## src/rtl/rotator_pkg.sv

```systemverilog
// Shared rotator/derotator definitions: FSM states, default widths, direction codes.
package rotator_pkg;

  localparam int unsigned W_DEFAULT  = 8;
  localparam int unsigned SW_DEFAULT = 3;

  // Direction of the original rotation; the derotator undoes it.
  localparam logic DIR_LEFT  = 1'b1;
  localparam logic DIR_RIGHT = 1'b0;

  typedef enum logic [1:0] {
    IDLE = 2'd0,
    RUN  = 2'd1,
    DONE = 2'd2
  } rot_state_t;

endpackage

```

## src/rtl/rot1_step.sv

```systemverilog
// Combinational single-position rotate of a W-bit word.
module rot1_step #(
  parameter int unsigned W = 8
) (
  input  logic [W-1:0] d,
  input  logic         rot_right,
  output logic [W-1:0] q
);

  always_comb begin
    if (rot_right) q = {d[0], d[W-1:1]};
    else           q = {d[W-2:0], d[W-1]};
  end

endmodule

```

## src/rtl/barrel_derotator.sv

```systemverilog
// Iterative barrel derotator: one single-bit rotation per clock, opposite to the original direction.
module barrel_derotator
  import rotator_pkg::*;
#(
  parameter int unsigned W  = W_DEFAULT,
  parameter int unsigned SW = SW_DEFAULT
) (
  input  logic          clk,
  input  logic          rst_n,
  input  logic          in_valid,
  output logic          in_ready,
  input  logic [W-1:0]  i,
  input  logic [SW-1:0] s,
  input  logic          dir,
  output logic [W-1:0]  o,
  output logic          out_valid,
  input  logic          out_ready,
  output logic          busy
);

  rot_state_t    state, state_nx;
  logic [SW-1:0] count;
  logic          dir_q;
  logic [W-1:0]  o_step;

  // A left-rotated word is restored by rotating right, and vice versa.
  rot1_step #(.W(W)) u_step (
    .d         (o),
    .rot_right (dir_q == DIR_LEFT),
    .q         (o_step)
  );

  always_comb begin
    state_nx = state;
    case (state)
      IDLE: if (in_valid) state_nx = (s != '0) ? RUN : DONE;
      RUN:  if (count == SW'(1)) state_nx = DONE;
      DONE: if (out_ready) state_nx = IDLE;
      default: state_nx = IDLE;
    endcase
  end

  always_ff @(posedge clk or negedge rst_n) begin
    if (!rst_n) begin
      state <= IDLE;
      o     <= '0;
      count <= '0;
      dir_q <= 1'b0;
    end else begin
      state <= state_nx;
      case (state)
        IDLE: if (in_valid) begin
          o     <= i;
          count <= s;
          dir_q <= dir;
        end
        RUN: begin
          o     <= o_step;
          count <= count - SW'(1);
        end
        default: ;
      endcase
    end
  end

  assign in_ready  = (state == IDLE);
  assign out_valid = (state == DONE);
  assign busy      = (state == RUN) || (state == DONE);

endmodule

```

## config.mk

```make
export PLATFORM = sky130hd
export DESIGN_NAME = barrel_derotator
export DESIGN_NICKNAME = d
export VERILOG_FILES = /design/src/rtl/rotator_pkg.sv /design/src/rtl/rot1_step.sv /design/src/rtl/barrel_derotator.sv
export SDC_FILE = /design/constraint.sdc
export NUM_CORES = 1
export LEC_CHECK = 0
export ABC_AREA = 1
export CORE_MARGIN = 1.5
export CORE_UTILIZATION = 42
export CTS_CLUSTER_DIAMETER = 50
export CTS_CLUSTER_SIZE = 30
export DETAILED_ROUTE_END_ITERATION = 10
export PLACE_DENSITY = 0.75
export SYNTH_ARGS = -nofsm -noshare
export SYNTH_HDL_FRONTEND = slang
export SYNTH_SLANG_ARGS = --single-unit
```

## constraint.sdc

```tcl
create_clock -name clk -period 1.3 [get_ports clk]
set_clock_uncertainty 0.1 [all_clocks]
set_input_delay 0.195 -clock clk [delete_from_list [all_inputs] [get_ports clk]]
set_output_delay 0.195 -clock clk [all_outputs]
set_load 0.01 [all_outputs]
```

### Word level (Yosys, flattened, before mapping)

Cells that the tools add are included.

* flip-flop bits (word level): 14
* logic and storage cells: 28
* output and inout bits: 11
* input bits: 16

* muxes and demuxes: 10
* reductions and logical operators: 7
* equality and inequality tests: 6
* add/sub/neg operators: 1

Operators with widths (number)
* 8-bit 2-to-1 mux: 2
* 8-bit case mux with 2 select lines: 1
* 2-bit 2-to-1 mux: 4
* 2-bit case mux with 3 select lines: 1
* 3-bit case mux with 2 select lines: 1
* 2-bit != test (second input constant): 2
* 2-bit AND reduction: 2
* 3-bit by 1-bit equality test with 1-bit output (second input constant): 1
* 3-bit 2-to-1 mux: 1
* 3-bit AND reduction: 1
* 3-bit nonzero test: 1
* 3-bit by 1-bit subtractor with 3-bit output (second input constant): 1
* 2-bit by 1-bit equality test with 1-bit output (second input constant): 1
* 2-bit equality test (second input constant): 1
* 2-bit zero test: 1
* 2-bit by 1-bit != test with 1-bit output (second input constant): 1
* 2-bit nonzero test: 1
* 1-bit logical OR: 1

### Longest topological paths before layout

* depth after elaboration: 4
* gate-level depth with buffers: 10
* mapped depth without buffers: 9

### By module

A second synthesis with hierarchy kept.

* cell total of the unflattened synthesis: 145
* area total of the unflattened synthesis: 927.1 um2

Modules (own cells, without submodules)
* barrel_derotator: times used 1, cells each 119, sequential area each 350.3 um2, area an instance 822.0 um2
* rot1_step: times used 1, cells each 26, sequential area each 0.0 um2, area an instance 105.1 um2

### Least setup slack after synthesis

OpenSTA, ideal clock, no wires.

* path kind: register -> register
* start point: register state[0]
* end point: register o[7]
* library setup time: 0.116 ns
* buffers on the path: 1
* clock period less this slack: 1.479 ns
* setup slack: -0.179 ns
* data required time: 1.084 ns
* data arrival time: 1.262 ns
* cell stages (with the launch flop): 11
* cells stage by stage: dfrtp_1 > inv_1 > ha_1 > inv_1 > nand2_2 > nand2_4 > inv_4 > buf_6 > nor2_2 > nand2_1 > nand2_1

* longest elaborated chain between the ends: 3
* elaborated cells between the ends (all ways): 6
* classes of those cells: eq/ne: 2; mux: 1; reduce/logical: 3

Ends and longest elaborated chain
* from (decl): RTL line barrel_derotator.sv:21 `rot_state_t state, state_nx;`
* from (signal assigned): RTL line barrel_derotator.sv:50 `state <= state_nx;`
* 2-bit zero test (*)
* net in_ready: RTL line barrel_derotator.sv:11 `output logic in_ready,`
* 2-bit != test (no source line) / 2-bit nonzero test (equally long branches)
* 2-bit AND reduction (no source line)
* to (signal assigned): RTL line barrel_derotator.sv:53 `o <= i;`
* to (signal assigned): RTL line barrel_derotator.sv:58 `o <= o_step;`
* to (decl): RTL line barrel_derotator.sv:15 `output logic [W-1:0] o,`

Mark *: on every way through the listed nets, which the timed path passes. The rest lies on a longest branch.
A chain may end at the register's enable or synchronous reset.

### Final worst setup path

* start point: register state[0]
* end point: output port out_valid

* longest elaborated chain between the ends: 1

Ends and longest elaborated chain
* 2-bit equality test: RTL line barrel_derotator.sv:67 `assign out_valid = (state == DONE);`
* to (decl): RTL line barrel_derotator.sv:16 `output logic out_valid,`

No other way between the ends.

==> impl_results.md <==
* Max IR drop VDD at 1.67 mV
* WL/cell at 11.4 um
* Post-synth top cells: nand2_1 (53), nor2_1 (22), dfrtp_1 (14), inv_1 (11), nand3_1 (11)
* Ranking of synthesized cells by area: dfrtp_1 (37%), nand2_1 (21%), nor2_1 (8.8%)
* Largest net degree at the start of global routing at 15
* Clock buffer count from CTS at 3
* Clock root buffer master: clkbuf_4
* Ys Warns at 0
* Die area at 2540 um2
* Aggregate routed wire length at 2440 um
* Gr usage total at 0.208
* Initial core utilization at 0.461
* Die Y at 50.4 um
* ANT nets after route at 0
* Vias in the first global route at 953
* Area delta synth->final at 63.3%
* Clock period minus worst slack at 1.46 ns
* Tightest Pin Transition at 0.239 ns
* Cells after Synth at 138
* Post-Syn Area at 942 um2
* Row Count at 16
* Startpoint Class: flip-flop
* Placed Cells at 205
* Num ports at 27
* Die X at 50.4 um
* Max-slew violation count at 0
* Critical path required time at 1.00 ns
* Worst r2r src: state[1]$_DFFE_PN0P_
* Prevailing post-synth register cell: dfrtp_1
* Worst slack, placed at -0.218 ns
* Setup violations, final at 16
* DR vias/cell at 4.91
* Share of cells above drive strength 1 at 0.348
* Fmax at 0.687 GHz
* Max_cap viols at 0
* Clock Pin Slew Worst Setup and Hold Paths at 0.08 ns
* Register-to-register path setup slack at -0.14 ns
* Post-place instance area at 1360 um2
* Pre-antenna DRT Iters at 4
* Hold Path Class: in -> async
* Grt ovf at 0
* Status: finished with violations
* First-pass GRT wire length at 3930 um
* Unique masters post-synth at 18
* Post-synth EDFFs at 0
* Fin area at 1540 um2
* CTS HTree Levels at 1
* CTS tree: done
* FFs w/ async S/R, synth at 1.00
* Initial DRC Count at 17
* Ant. Diodes at 0
* Crit path DAT at 1.16 ns
* Slew HR at 0.839
* Clock sink total at 14
* Synthesized flop and latch total at 14
* Setup TNS at -1.87 ns
* Fin cells at 214
* Worst setup path class: reg -> out
* DRC Markers at 0
* Final period utilization at 1.12
* RSZ-0062 raised after global routing: yes
* Final hold vios at 0
* FF-to-FF End: count[1]$_DFFE_PN0P_
* Buffers added on ports at 26
* Most numerous cell in the Yosys netlist: nand2_1
* Worst-case clock buffer depth at 2
* Failing checks: negative setup slack
* Initial antenna violation count at 0
* Syn Area/Cell at 6.83 um2
* Routed vias at 1051
* Core ar. at 2040 um2
* Critical Path End: out_valid
* Fillers at 175
* Routability Congestion at 0.773
* Yosys top cell by area: dfrtp_1
* R2R depth at 7
* Worst Path Max Fanout at 2
* Crit. Startpoint: state[0]$_DFFE_PN0P_
* Worst-Skew Late Latency at 0.28 ns
* Fin worst setup slack at -0.156 ns
* Worst setup EP type: primary output
* Final Power at 3.89 mW
* Hpwl dp at 1690 um
* Syn_nets at 159
* Leak Pwr at 0.771 nW
* Pwr per Cell Area at 2530 nW/um2
* Sequential area share after synthesis at 0.372
* Yosys top cell area share at 0.372
* Nets@finish at 210
## layer usage
layer | track usage | part of all wire | wire length, um | up-vias
met3 | 0.0387 | 0.060 | 146 | 7
met2 | 0.362 | 0.51 | 1250 | 35
met5 | 0 | 0 | 0 | -
li1 | - | - | - | 520
met1 | 0.237 | 0.40 | 985 | 489
met4 | 0.117 | 0.025 | 62 | 0
## metrics by stage
step,hold WS (ns),util
finish,0.122,0.754
global route,0.150,0.754
CTS,0.122,0.703
detailed placement,0.421,0.665
global placement,0.413,0.665
floorplan,-0.201,-
## worst min-delay path by stage
stage	cells after the start	start	to
3_3_place_gp	2	state[1]$_DFFE_PN0P_	state[1]$_DFFE_PN0P_
2_1_floorplan	0	rst_n	count[0]$_DFFE_PN0P_
3_5_place_dp	2	rst_n	o[0]$_DFFE_PN0P_
5_1_grt	2	rst_n	o[0]$_DFFE_PN0P_
6_report	2	rst_n	o[0]$_DFFE_PN0P_
4_1_cts	2	rst_n	o[0]$_DFFE_PN0P_
## layout make-up
type / count / area, um2 / area share
Clock buffer: 3 / 22.5 / 0.0146
Timing Repair Buffer: 49 / 450 / 0.293
Multi-Input combinational cell: 107 / 619 / 0.402
Timing Repair inverter: 1 / 6.26 / 0.00407
Inverter: 13 / 56.3 / 0.0366
Tap cell: 27 / 33.8 / 0.0220
Sequential cell: 14 / 350 / 0.228
## logic make-up (layout without fill, tap and decap cells)
family,count (synthesis),count (layout),share of synthesized area
and+or+nand+nor,93,93,0.409
buffers and inverters,17,66,0.101
DFF,14,14,0.372
AOI/OAI and AO/OA,8,8,0.0425
adders and majority gates,5,5,0.0664
xor gates and xnor gates,1,1,0.00930
## flip-flops by register name, summed over array words and instances (netlist names)
| name | count |
|---|---|
| state | 2 |
| o | 8 |
| count | 3 |
| dir_q | 1 |
## where the power goes
group / internal [mW] / switching [mW]
clock network: 0.108 / 0.139
logic: 1.37 / 1.48
registers: 0.660 / 0.127
## what timing repair did
action                     in CTS  in global routing
setup endpoints to repair      24                 19
cloned                          1                  1
pin swaps                       2                  8
buffers inserted                1                  3
hold buffers                    0                  0
resized for setup              39                 21
## worst max-delay path: stages, from the launching register on
cell and delay [ns]:
dfrtp_1 0.39, inv_2 0.08, ha_2 0.19, clkdlybuf4s15_2 0.22
## placed cells by master (no fill, tap or decap), drive strengths merged
cell type and n:
a21oi 2, buf 25, clkbuf 3, clkdlybuf4s15 1
clkdlybuf4s50 15, clkinv 1, dfrtp 14, dlygate4sd2 8
ha 5, inv 13, nand2 56, nand3 11
nor2 25, o21ai 6, or2 1, xnor2 1
(Power assumes the default switching activity.)
